**src/rtl/square_pkg.sv**
```systemverilog
// Shared types and constants for the square-pattern sequencer: modes, width codes, colour palette.
package square_pkg;

  typedef enum logic [1:0] {
    ModeManual    = 2'b00,
    ModeAutoSize  = 2'b01,
    ModeAutoColor = 2'b10,
    ModeAutoBoth  = 2'b11
  } mode_e;

  localparam logic [1:0] W16  = 2'b00;
  localparam logic [1:0] W32  = 2'b01;
  localparam logic [1:0] W64  = 2'b10;
  localparam logic [1:0] W128 = 2'b11;

  // Entry i is {b,g,r}; each channel is fully on when its bit of i is set.
  localparam logic [7:0][11:0] Palette = {
    12'hFFF, 12'hFF0, 12'hF0F, 12'hF00,
    12'h0FF, 12'h0F0, 12'h00F, 12'h000
  };

  function automatic logic size_step_is_size(mode_e mode);
    return (mode == ModeAutoSize) || (mode == ModeAutoBoth);
  endfunction

  function automatic logic size_step_is_color(mode_e mode);
    return (mode == ModeAutoColor) || (mode == ModeAutoBoth);
  endfunction

endpackage

```
**src/rtl/square_step_timer.sv**
```systemverilog
// Frame counter that raises a one-cycle step request when it wraps at FRAMES_PER_STEP-1.
module square_step_timer #(
  parameter int unsigned FRAMES_PER_STEP = 30
) (
  input  logic clk,
  input  logic reset,
  input  logic clear,
  input  logic en,
  input  logic frame_tick,
  output logic step
);

  localparam logic [7:0] LastCount = 8'(FRAMES_PER_STEP - 1);

  logic [7:0] count_q, count_d;
  logic       advance;
  logic       at_last;

  always_comb begin
    advance = frame_tick && en && !clear;
    at_last = (count_q == LastCount);
    step    = advance && at_last;
    count_d = count_q;
    if (clear) begin
      count_d = 8'd0;
    end else if (advance) begin
      count_d = at_last ? 8'd0 : count_q + 8'd1;
    end
  end

  always_ff @(posedge clk) begin
    if (reset) begin
      count_q <= 8'd0;
    end else begin
      count_q <= count_d;
    end
  end

endmodule

```
**src/rtl/square_seq_ctrl.sv**
```systemverilog
// Frame-synchronous controller choosing size and colour of the generated square.
module square_seq_ctrl
  import square_pkg::*;
#(
  parameter int unsigned FRAMES_PER_STEP = 30
) (
  input  logic        clk,
  input  logic        reset,
  input  logic        frame_tick,
  input  logic [1:0]  mode_sel,
  input  logic        btn_next,
  input  logic        pause,
  input  logic [1:0]  sw_width,
  input  logic [11:0] sw_rgb,
  output logic [1:0]  side_width,
  output logic [11:0] square_rgb,
  output logic        step_tick
);

  mode_e       mode_q;
  mode_e       mode_new;
  logic        pending_q;
  logic [1:0]  size_idx_q, size_idx_nxt;
  logic        size_down_q, size_down_nxt;
  logic [2:0]  color_idx_q, color_idx_nxt;
  logic [1:0]  side_width_q;
  logic [11:0] square_rgb_q;
  logic        step_tick_q;

  logic mode_change;
  logic timer_en;
  logic auto_step;
  logic step_req;
  logic do_size;
  logic do_color;

  square_step_timer #(
    .FRAMES_PER_STEP(FRAMES_PER_STEP)
  ) u_timer (
    .clk       (clk),
    .reset     (reset),
    .clear     (mode_change),
    .en        (timer_en),
    .frame_tick(frame_tick),
    .step      (auto_step)
  );

  always_comb begin
    mode_new    = mode_e'(mode_sel);
    mode_change = frame_tick && (mode_new != mode_q);
    timer_en    = (mode_q != ModeManual) && !pause;
    // The step decision follows the mode being latched on this tick.
    step_req    = frame_tick && (mode_new != ModeManual) &&
                  (auto_step || pending_q || btn_next);
    do_size     = step_req && size_step_is_size(mode_new);
    do_color    = step_req && size_step_is_color(mode_new);

    size_idx_nxt  = size_idx_q;
    size_down_nxt = size_down_q;
    if (size_down_q) begin
      size_idx_nxt = size_idx_q - 2'd1;
      if (size_idx_nxt == W16) size_down_nxt = 1'b0;
    end else begin
      size_idx_nxt = size_idx_q + 2'd1;
      if (size_idx_nxt == W128) size_down_nxt = 1'b1;
    end
    color_idx_nxt = color_idx_q + 3'd1;
  end

  always_ff @(posedge clk) begin
    if (reset) begin
      mode_q       <= ModeManual;
      pending_q    <= 1'b0;
      size_idx_q   <= W16;
      size_down_q  <= 1'b0;
      color_idx_q  <= 3'd0;
      side_width_q <= W16;
      square_rgb_q <= 12'h000;
      step_tick_q  <= 1'b0;
    end else begin
      pending_q   <= frame_tick ? 1'b0 : (pending_q || btn_next);
      step_tick_q <= step_req;
      if (frame_tick) begin
        mode_q <= mode_new;
        unique case (mode_new)
          ModeManual: begin
            side_width_q <= sw_width;
            square_rgb_q <= sw_rgb;
          end
          default: begin
            if (do_size) begin
              size_idx_q   <= size_idx_nxt;
              size_down_q  <= size_down_nxt;
              side_width_q <= size_idx_nxt;
            end
            if (do_color) begin
              color_idx_q  <= color_idx_nxt;
              square_rgb_q <= Palette[color_idx_nxt];
            end
          end
        endcase
      end
    end
  end

  assign side_width = side_width_q;
  assign square_rgb = square_rgb_q;
  assign step_tick  = step_tick_q;

endmodule
```
**config.mk**
```make
export PLATFORM = sky130hd
export DESIGN_NAME = square_seq_ctrl
export DESIGN_NICKNAME = d
export VERILOG_FILES = /design/src/rtl/square_pkg.sv /design/src/rtl/square_step_timer.sv /design/src/rtl/square_seq_ctrl.sv
export SDC_FILE = /design/constraint.sdc
export NUM_CORES = 1
export LEC_CHECK = 0
export BUFFER_PORTS_ARGS = -buffer_cell sky130_fd_sc_hd__buf_2
export CAP_MARGIN = 15
export CORE_MARGIN = 2
export CORE_UTILIZATION = 53
export CTS_CLUSTER_DIAMETER = 200
export DETAILED_ROUTE_END_ITERATION = 6
export PLACE_DENSITY = 0.78
export SLEW_MARGIN = 40
export SYNTH_ARGS = -nofsm -noshare
export SYNTH_HDL_FRONTEND = slang
export SYNTH_SLANG_ARGS = --single-unit
```
**constraint.sdc**
```tcl
create_clock -name clk -period 2.1 [get_ports clk]
set_input_delay 0.42 -clock clk [delete_from_list [all_inputs] [get_ports clk]]
set_output_delay 0.42 -clock clk [all_outputs]
set_load 0.05 [all_outputs]
```
==> results of run 1 <==
worst min-delay path: stages:
cell,delay [ns]
sky130_fd_sc_hd__buf_2,0.08
sky130_fd_sc_hd__o21a_1,0.10
sky130_fd_sc_hd__o22a_1,0.10
kinds of logic (layout without fill, tap and decap cells):
kind of cell | Yosys count | after routing | share of synthesized area (%)
buffers and inverters | 26 | 67 | 6.208
muxes | 6 | 6 | 3.665
DFF | 32 | 32 | 38.29
adders and majority gates | 5 | 5 | 3.740
and+or+nand+nor | 47 | 47 | 14.96
AOI/OAI and AO/OA | 50 | 50 | 26.33
xor gates and xnor gates | 13 | 13 | 6.806
sequential cells by signal, indices dropped and copies added (netlist names):
register and cells:
side_width 2, size_down_q 1, mode_q 2, size_idx_q 2, color_idx_q 3, u_timer.count_q 8
square_rgb 12, pending_q 1, step_tick 1
worst max path at each step:
stage                             from             to  slack [ns]  cells past startpoint
floorplan                   frame_tick  square_rgb[3]        0.33                      7
global placement           mode_sel[0]  square_rgb[0]        0.28                      6
detailed placement         mode_sel[0]  square_rgb[6]        0.19                      6
CTS                 u_timer.count_q[1]  square_rgb[6]        0.21                      7
global route        u_timer.count_q[1]  square_rgb[3]        0.02                      7
finish              u_timer.count_q[1]  square_rgb[6]        0.19                      7
synth_stat cells (all sizes together), types with 2 or more instances:
library cell / instances / share of area (%)
a211oi: 2 / 0.90
dfxtp: 32 / 38
a21oi: 8 / 3.1
xor2: 7 / 3.7
a221oi: 8 / 7.2
o21bai: 8 / 3.6
nor2: 23 / 5.2
o211ai: 2 / 0.90
nand4: 8 / 3.0
nand2: 3 / 0.67
nand3: 4 / 1.2
xnor2: 6 / 3.1
a21o: 2 / 0.90
and3: 2 / 0.75
o21ai: 6 / 2.5
inv: 16 / 3.6
o22a: 4 / 2.1
clkbuf: 6 / 1.3
mux2i: 5 / 3.0
buf: 4 / 1.3
ha: 5 / 3.7
o21a: 4 / 1.8
through the flow:
step           setup slack, ns  std cells  util, %
2_1_floorplan           0.3308        179        -
3_3_place_gp            0.2752        256    63.39
3_5_place_dp            0.1895        256    63.39
4_1_cts                 0.2144        264    65.33
5_1_grt                0.02310        264    65.33
6_report                0.1915        264    65.33
final cells by class:
type / instances / share of cell area [%]
flip-flops and latches: 32 / 32.38
clock buffers: 8 / 2.973
multi-input cells: 121 / 46.93
well taps: 44 / 2.783
inverters: 16 / 3.036
repair buffers: 43 / 11.89
routing by layer:
| metal | vias up | track usage (%) |
|---|---|---|
| met3 | 6 | 5.844 |
| li1 | 721 | - |
| met1 | 700 | 25.37 |
| met2 | 39 | 41.61 |
| met4 | 0 | 9.841 |
| met5 | - | 0 |
power groups by stage:
stage / Clock [mW] / Combinational (mW) / Sequential (mW)
floorplan: 0 / 0.133 / 0.747
global placement: 0 / 0.280 / 0.667
detailed placement: 0 / 0.293 / 0.669
CTS: 0.370 / 0.293 / 0.656
global route: 0.399 / 0.314 / 0.658
finish: 0.366 / 0.292 / 0.655
==> impl_results.html, run 1 <==
<table>
<tr><th>Metric</th><th>Value</th></tr>
<tr><th colspan="2">STA</th></tr>
<tr><td>Setup repair after global routing missed its margin</td><td>false</td></tr>
<tr><td>Peak clock frequency supported by timing</td><td>524.0 MHz</td></tr>
<tr><td>Skew final</td><td>0.007266 ns</td></tr>
<tr><td>Pin slew with the least headroom to its limit</td><td>0.5186 ns</td></tr>
<tr><td>Fin crit period</td><td>1.908 ns</td></tr>
<tr><td>Fin. Hold Viols</td><td>0</td></tr>
<tr><td>Setup TNS</td><td>0 ns</td></tr>
<tr><td>Headroom to the max-slew limit</td><td>65.43%</td></tr>
<tr><td>Max Slew Vio Count</td><td>0</td></tr>
<tr><td>Final period util</td><td>90.88%</td></tr>
<tr><td>Total of endpoints with negative setup slack in the final report</td><td>0</td></tr>
<tr><td>Final worst hold slack</td><td>0.3987 ns</td></tr>
<tr><th colspan="2">Yosys</th></tr>
<tr><td>Number of enable-type register cells in the synthesized netlist</td><td>0</td></tr>
<tr><td>Yosys cell types</td><td>41</td></tr>
<tr><td>Register bit count reported by yosys</td><td>32</td></tr>
<tr><td>Area of the mapped netlist</td><td>1673 µm²</td></tr>
<tr><td>Syn Inst Count</td><td>179</td></tr>
<tr><td>Mapped Nets</td><td>205</td></tr>
<tr><td>Syn_area_per_cell</td><td>9.346 µm²</td></tr>
<tr><td>Sequential fraction of the synthesis area</td><td>38.29%</td></tr>
<tr><td>Async set-reset flop share out of synthesis</td><td>0%</td></tr>
<tr><td>Top flip-flop cell by instance count after synthesis</td><td>sky130_fd_sc_hd__dfxtp_1</td></tr>
<tr><td>Yosys warning count</td><td>0</td></tr>
<tr><th colspan="2">Final layout</th></tr>
<tr><td>Fin nets</td><td>245</td></tr>
<tr><td>Synthesis-to-layout area growth</td><td>18.25%</td></tr>
<tr><td>Final std cell area, no fill</td><td>1978 µm²</td></tr>
<tr><td>Multi-input logic area</td><td>928.4 µm²</td></tr>
<tr><td>Fraction of layout instances using a drive strength above 1</td><td>28.64%</td></tr>
<tr><td>Diodes inserted</td><td>0</td></tr>
<tr><td>Highest-count cells in the layout ignoring fill and taps</td><td>sky130_fd_sc_hd__buf_2, sky130_fd_sc_hd__dfxtp_1, sky130_fd_sc_hd__nor2_1, sky130_fd_sc_hd__inv_1</td></tr>
<tr><td>Fill cells</td><td>260</td></tr>
<tr><td>Most frequent standard cell in the layout excluding fill and tap cells</td><td>sky130_fd_sc_hd__buf_2</td></tr>
<tr><td>Seq. cell area</td><td>640.6 µm²</td></tr>
<tr><th colspan="2">Power</th></tr>
<tr><td>Clock Power Share</td><td>27.8%</td></tr>
<tr><td>Share of total power in sequential cells</td><td>49.9%</td></tr>
<tr><td>VDD IR-drop max</td><td>297.2 µV</td></tr>
<tr><td>Final Total Pwr</td><td>1.313 mW</td></tr>
<tr><td>Reported leakage power</td><td>0.8400 nW</td></tr>
<tr><td>Combinational power share</td><td>22.3%</td></tr>
<tr><td>P per Cell Area</td><td>663.9 nW/µm²</td></tr>
<tr><td>Internal power</td><td>0.9017 mW</td></tr>
<tr><td>Fraction of power spent switching nets</td><td>31.34%</td></tr>
<tr><td>Net Sw Power</td><td>0.4115 mW</td></tr>
<tr><th colspan="2">Detailed routing</th></tr>
<tr><td>DRC</td><td>0</td></tr>
<tr><td>Uppermost layer routed</td><td>met4</td></tr>
<tr><td>Starting DRT DRC Count</td><td>53</td></tr>
<tr><td>Vias post-DR</td><td>1,466</td></tr>
<tr><td>Routed wire length</td><td>3758 µm</td></tr>
<tr><td>Detailed Routing Iterations Pass 1</td><td>4</td></tr>
<tr><td>Met1 WL</td><td>1535 µm</td></tr>
<tr><td>Via-per-instance ratio</td><td>5.553</td></tr>
<tr><td>Routed length per placed instance</td><td>14.23 µm</td></tr>
<tr><td>ANT nets after route</td><td>0</td></tr>
<tr><td>Met3 layer wire length in the routed design</td><td>189 µm</td></tr>
<tr><td>Met2 routed wirelength</td><td>1985 µm</td></tr>
<tr><th colspan="2">Global route</th></tr>
<tr><td>Antenna violations before repair</td><td>0</td></tr>
<tr><td>All-Layer GR Usage</td><td>23.11%</td></tr>
<tr><td>Number of global-route vias before repair</td><td>1,430</td></tr>
<tr><td>GR Overflow Total</td><td>0</td></tr>
<tr><td>Wire length of the first global-routing pass</td><td>6175 µm</td></tr>
<tr><td>Pin count of the biggest net entering global routing</td><td>24</td></tr>
<tr><th colspan="2">Run</th></tr>
<tr><td>Maximum capacitance violations</td><td>0</td></tr>
<tr><th colspan="2">Critical path</th></tr>
<tr><td>Startpoint of the most critical register-to-register path</td><td>u_timer.count_q[1]</td></tr>
<tr><td>Cell type group with the largest total delay on the critical path</td><td>compound AO/OA/AOI/OAI gates</td></tr>
<tr><td>Data required time at the worst endpoint</td><td>2.34 ns</td></tr>
<tr><td>Buf/Inv on CP</td><td>1</td></tr>
<tr><td>CP Cell Sequence</td><td>inv_1 -&gt; ha_1 -&gt; nor4b_4 -&gt; nand4_1 -&gt; o21ai_4 -&gt; a21oi_4 -&gt; a221oi_2</td></tr>
<tr><td>Flop2flop setup slack</td><td>0.19 ns</td></tr>
<tr><td>Arrival @ worst endpoint</td><td>2.15 ns</td></tr>
<tr><td>Critical path class</td><td>flop to flop</td></tr>
<tr><td>Crit-path max cell delay</td><td>0.37 ns</td></tr>
<tr><td>Worst Path Max Fanout</td><td>8</td></tr>
<tr><td>Endpoint of the worst-slack reg-to-reg timing path</td><td>square_rgb[6]</td></tr>
<tr><td>Type of element launching the critical path</td><td>flop</td></tr>
<tr><td>Max stage delay cell, worst path</td><td>sky130_fd_sc_hd__dfxtp_1</td></tr>
<tr><td>FF-to-FF path depth</td><td>7</td></tr>
<tr><td>Endpoint type of the worst setup path</td><td>flop</td></tr>
<tr><th colspan="2">Clock network</th></tr>
<tr><td>Maximum buffer depth of the clock tree</td><td>2</td></tr>
<tr><td>Root buffer cell</td><td>sky130_fd_sc_hd__clkbuf_4</td></tr>
<tr><td>Hold buffer count at CTS</td><td>0</td></tr>
<tr><td>Number of buffers added by the clock tree synthesis step</td><td>5</td></tr>
<tr><td>TritonCTS clock tree</td><td>yes</td></tr>
<tr><td>Clock net sink count</td><td>32</td></tr>
<tr><td>Clock slew at reported path FFs</td><td>0.10 ns</td></tr>
<tr><td>Clock latency on the worst-skew pair</td><td>0.33 ns</td></tr>
<tr><td>Post-cts gate resize count</td><td>0</td></tr>
<tr><td>Buffer count from post-CTS setup fixing</td><td>0</td></tr>
<tr><td>Number of levels the H-tree was split into</td><td>2</td></tr>
<tr><th colspan="2">Place</th></tr>
<tr><td>Number of port buffers</td><td>35</td></tr>
<tr><td>Routability cong.</td><td>0.8079</td></tr>
<tr><td>Half-perimeter wire length after placement</td><td>2816 µm</td></tr>
<tr><td>Post-detailed-placement cell area</td><td>1919 µm²</td></tr>
<tr><th colspan="2">Hold path</th></tr>
<tr><td>Hold worst-path end</td><td>square_rgb[8]</td></tr>
<tr><td>Number of cells traversed by the worst hold path</td><td>3</td></tr>
<tr><td>Hold Path Class</td><td>input pin to flop</td></tr>
<tr><td>Beginning of the worst hold path</td><td>sw_rgb[8]</td></tr>
<tr><th colspan="2">Floorplanning</th></tr>
<tr><td>Die span in x</td><td>60.18 µm</td></tr>
<tr><td>Floorplan die area</td><td>3622 µm²</td></tr>
<tr><td>I/O pin count</td><td>36</td></tr>
<tr><td>Area of the placeable core</td><td>3028 µm²</td></tr>
<tr><td>Chip height</td><td>60.18 µm</td></tr>
<tr><td>Count of standard-cell rows</td><td>20</td></tr>
<tr><td>Initial core utilization</td><td>55.25%</td></tr>
<tr><th colspan="2">Outcome</th></tr>
<tr><td>Outcome</td><td>finished, final reports clean</td></tr>
</table>
Note: power is estimated with default switching activity, not from simulation.
==> run 2: changes to the inputs <==
Settings changed: BUFFER_PORTS_ARGS -buffer_cell sky130_fd_sc_hd__buf_2 to -buffer_cell sky130_fd_sc_hd__buf_4.
==> impl_results.html, run 2 (synthesized netlist as in run 1, its figures left out) <==
<table>
<tr><th>Metric</th><th>Value</th></tr>
<tr><th colspan="2">STA</th></tr>
<tr><td>Fin. Hold Viols</td><td>0</td></tr>
<tr><td>Setup WS post-layout</td><td>0.2268 ns</td></tr>
<tr><td>Pin slew with the least headroom to its limit</td><td>0.5019 ns</td></tr>
<tr><td>Setup repair after global routing missed its margin</td><td>false</td></tr>
<tr><td>Fin crit period</td><td>1.873 ns</td></tr>
<tr><td>Total of endpoints with negative setup slack in the final report</td><td>0</td></tr>
<tr><td>Max Slew Vio Count</td><td>0</td></tr>
<tr><td>Final worst hold slack</td><td>0.3519 ns</td></tr>
<tr><td>Headroom to the max-slew limit</td><td>66.54%</td></tr>
<tr><td>Skew final</td><td>0.01016 ns</td></tr>
<tr><td>Peak clock frequency supported by timing</td><td>533.8 MHz</td></tr>
<tr><td>Final period util</td><td>89.20%</td></tr>
<tr><td>Setup TNS</td><td>0 ns</td></tr>
<tr><th colspan="2">Final layout</th></tr>
<tr><td>Final std cell area, no fill</td><td>2036 µm²</td></tr>
<tr><td>Fill cells</td><td>272</td></tr>
<tr><td>Fraction of layout instances using a drive strength above 1</td><td>27.31%</td></tr>
<tr><td>Synthesis-to-layout area growth</td><td>21.69%</td></tr>
<tr><td>Fin nets</td><td>241</td></tr>
<tr><td>Most frequent standard cell in the layout excluding fill and tap cells</td><td>sky130_fd_sc_hd__buf_4</td></tr>
<tr><td>Flip-flop count of the largest register, all copies and words added</td><td>12</td></tr>
<tr><td>Highest-count cells in the layout ignoring fill and taps</td><td>sky130_fd_sc_hd__buf_4, sky130_fd_sc_hd__dfxtp_1, sky130_fd_sc_hd__nor2_1, sky130_fd_sc_hd__inv_1</td></tr>
<tr><td>Diodes inserted</td><td>0</td></tr>
<tr><th colspan="2">Floorplanning</th></tr>
<tr><td>Die span in x</td><td>60.18 µm</td></tr>
<tr><td>Initial core utilization</td><td>55.25%</td></tr>
<tr><td>I/O pin count</td><td>36</td></tr>
<tr><td>Chip height</td><td>60.18 µm</td></tr>
<tr><td>Count of standard-cell rows</td><td>20</td></tr>
<tr><td>Area of the placeable core</td><td>3028 µm²</td></tr>
<tr><td>Floorplan die area</td><td>3622 µm²</td></tr>
<tr><th colspan="2">Power</th></tr>
<tr><td>Final Total Pwr</td><td>1.323 mW</td></tr>
<tr><td>Combinational power share</td><td>23.0%</td></tr>
<tr><td>VDD IR-drop max</td><td>465.3 µV</td></tr>
<tr><td>Fraction of power spent switching nets</td><td>30.54%</td></tr>
<tr><td>Clock Power Share</td><td>27.4%</td></tr>
<tr><td>P per Cell Area</td><td>650.1 nW/µm²</td></tr>
<tr><td>Net Sw Power</td><td>0.4042 mW</td></tr>
<tr><td>Share of total power in sequential cells</td><td>49.6%</td></tr>
<tr><td>Internal power</td><td>0.9192 mW</td></tr>
<tr><td>Reported leakage power</td><td>0.8400 nW</td></tr>
<tr><th colspan="2">Critical path</th></tr>
<tr><td>Data required time at the worst endpoint</td><td>2.33 ns</td></tr>
<tr><td>Type of element launching the critical path</td><td>flop</td></tr>
<tr><td>Endpoint type of the worst setup path</td><td>flop</td></tr>
<tr><td>Critical path class</td><td>flop to flop</td></tr>
<tr><td>Worst Path Max Fanout</td><td>8</td></tr>
<tr><td>Arrival @ worst endpoint</td><td>2.11 ns</td></tr>
<tr><th colspan="2">Clock network</th></tr>
<tr><td>Root buffer cell</td><td>sky130_fd_sc_hd__clkbuf_4</td></tr>
<tr><td>Maximum buffer depth of the clock tree</td><td>2</td></tr>
<tr><td>Post-cts gate resize count</td><td>0</td></tr>
<tr><td>Clock latency on the worst-skew pair</td><td>0.33 ns</td></tr>
<tr><td>Clock slew at reported path FFs</td><td>0.10 ns</td></tr>
<tr><td>TritonCTS clock tree</td><td>yes</td></tr>
<tr><td>Number of buffers added by the clock tree synthesis step</td><td>5</td></tr>
<tr><td>Buffer count from post-CTS setup fixing</td><td>0</td></tr>
<tr><td>Hold buffer count at CTS</td><td>0</td></tr>
<tr><td>Number of levels the H-tree was split into</td><td>2</td></tr>
<tr><td>Clock net sink count</td><td>32</td></tr>
<tr><th colspan="2">Global route</th></tr>
<tr><td>GR Overflow Total</td><td>0</td></tr>
<tr><td>Pin count of the biggest net entering global routing</td><td>24</td></tr>
<tr><td>All-Layer GR Usage</td><td>21.22%</td></tr>
<tr><td>Antenna violations before repair</td><td>0</td></tr>
<tr><td>Wire length of the first global-routing pass</td><td>5658 µm</td></tr>
<tr><td>Number of global-route vias before repair</td><td>1,302</td></tr>
<tr><th colspan="2">Place</th></tr>
<tr><td>Pre-CTS setup slack</td><td>0.07484 ns</td></tr>
<tr><td>Post-detailed-placement cell area</td><td>1977 µm²</td></tr>
<tr><td>Number of port buffers</td><td>35</td></tr>
<tr><td>Half-perimeter wire length after placement</td><td>2666 µm</td></tr>
<tr><td>Routability cong.</td><td>0.7801</td></tr>
<tr><th colspan="2">Detailed routing</th></tr>
<tr><td>ANT nets after route</td><td>0</td></tr>
<tr><td>Starting DRT DRC Count</td><td>52</td></tr>
<tr><td>Via-per-instance ratio</td><td>5.454</td></tr>
<tr><td>DRC</td><td>0</td></tr>
<tr><td>Routed length per placed instance</td><td>13.50 µm</td></tr>
<tr><td>Routed wire length</td><td>3511 µm</td></tr>
<tr><td>Vias post-DR</td><td>1,418</td></tr>
<tr><td>Detailed Routing Iterations Pass 1</td><td>4</td></tr>
<tr><th colspan="2">Outcome</th></tr>
<tr><td>Outcome</td><td>finished, final reports clean</td></tr>
<tr><th colspan="2">Run</th></tr>
<tr><td>Maximum capacitance violations</td><td>0</td></tr>
<tr><th colspan="2">Hold path</th></tr>
<tr><td>Hold Path Class</td><td>input pin to flop</td></tr>
</table>
==> run 2: area by class of cell <==
type                    instances  area [µm²]  area share [%]
repair buffers                 39       292.8           14.38
inverters                      16       60.06           2.950
multi-input cells             121       928.4           45.61
well taps                      44       55.05           2.704
clock buffers                   8       58.81           2.889
flip-flops and latches         32       640.6           31.47
==> run 2: final timing paths <==
check / start / end / slack, ns / cells past startpoint
setup / recovery: u_timer.count_q[1] / square_rgb[1] / 0.23 / 7
hold / removal: mode_sel[1] / mode_q[1] / 0.35 / 3
setup reg to reg: u_timer.count_q[1] / square_rgb[1] / 0.23 / 7
hold reg to reg: square_rgb[5] / square_rgb[5] / 0.47 / 2
==> run 2: power by group through the flow <==
stage	Clock [mW]	Combinational [mW]	Sequential, mW
2_1_floorplan	0	0.133	0.747
3_5_place_dp	0	0.306	0.670
3_3_place_gp	0	0.299	0.668
6_report	0.362	0.305	0.656
4_1_cts	0.370	0.306	0.656
5_1_grt	0.400	0.324	0.660
==> run 2: per-layer routing <==
metal	wire length, µm	vias up	GRT usage (%)
met5	0	-	0
met4	51	0	7.619
met3	182	6	5.844
met2	1771	38	37.27
met1	1505	658	24.40
li1	-	716	-
==> run 2: worst max-delay path, stage by stage, from the launching register on <==
cell and delay (ns):
sky130_fd_sc_hd__dfxtp_1 0.38, sky130_fd_sc_hd__inv_1 0.08, sky130_fd_sc_hd__ha_1 0.14, sky130_fd_sc_hd__nor4b_4 0.29, sky130_fd_sc_hd__nand4_1 0.20, sky130_fd_sc_hd__o21ai_4 0.28, sky130_fd_sc_hd__a21oi_4 0.12, sky130_fd_sc_hd__a221oi_2 0.29
==> run 2: stage by stage <==
| step | cells | utilization [%] |
|---|---|---|
| global route | 260 | 67.23 |
| global placement | 252 | 65.29 |
| floorplan | 179 | - |
| CTS | 260 | 67.23 |
| detailed placement | 252 | 65.29 |
| finish | 260 | 67.23 |
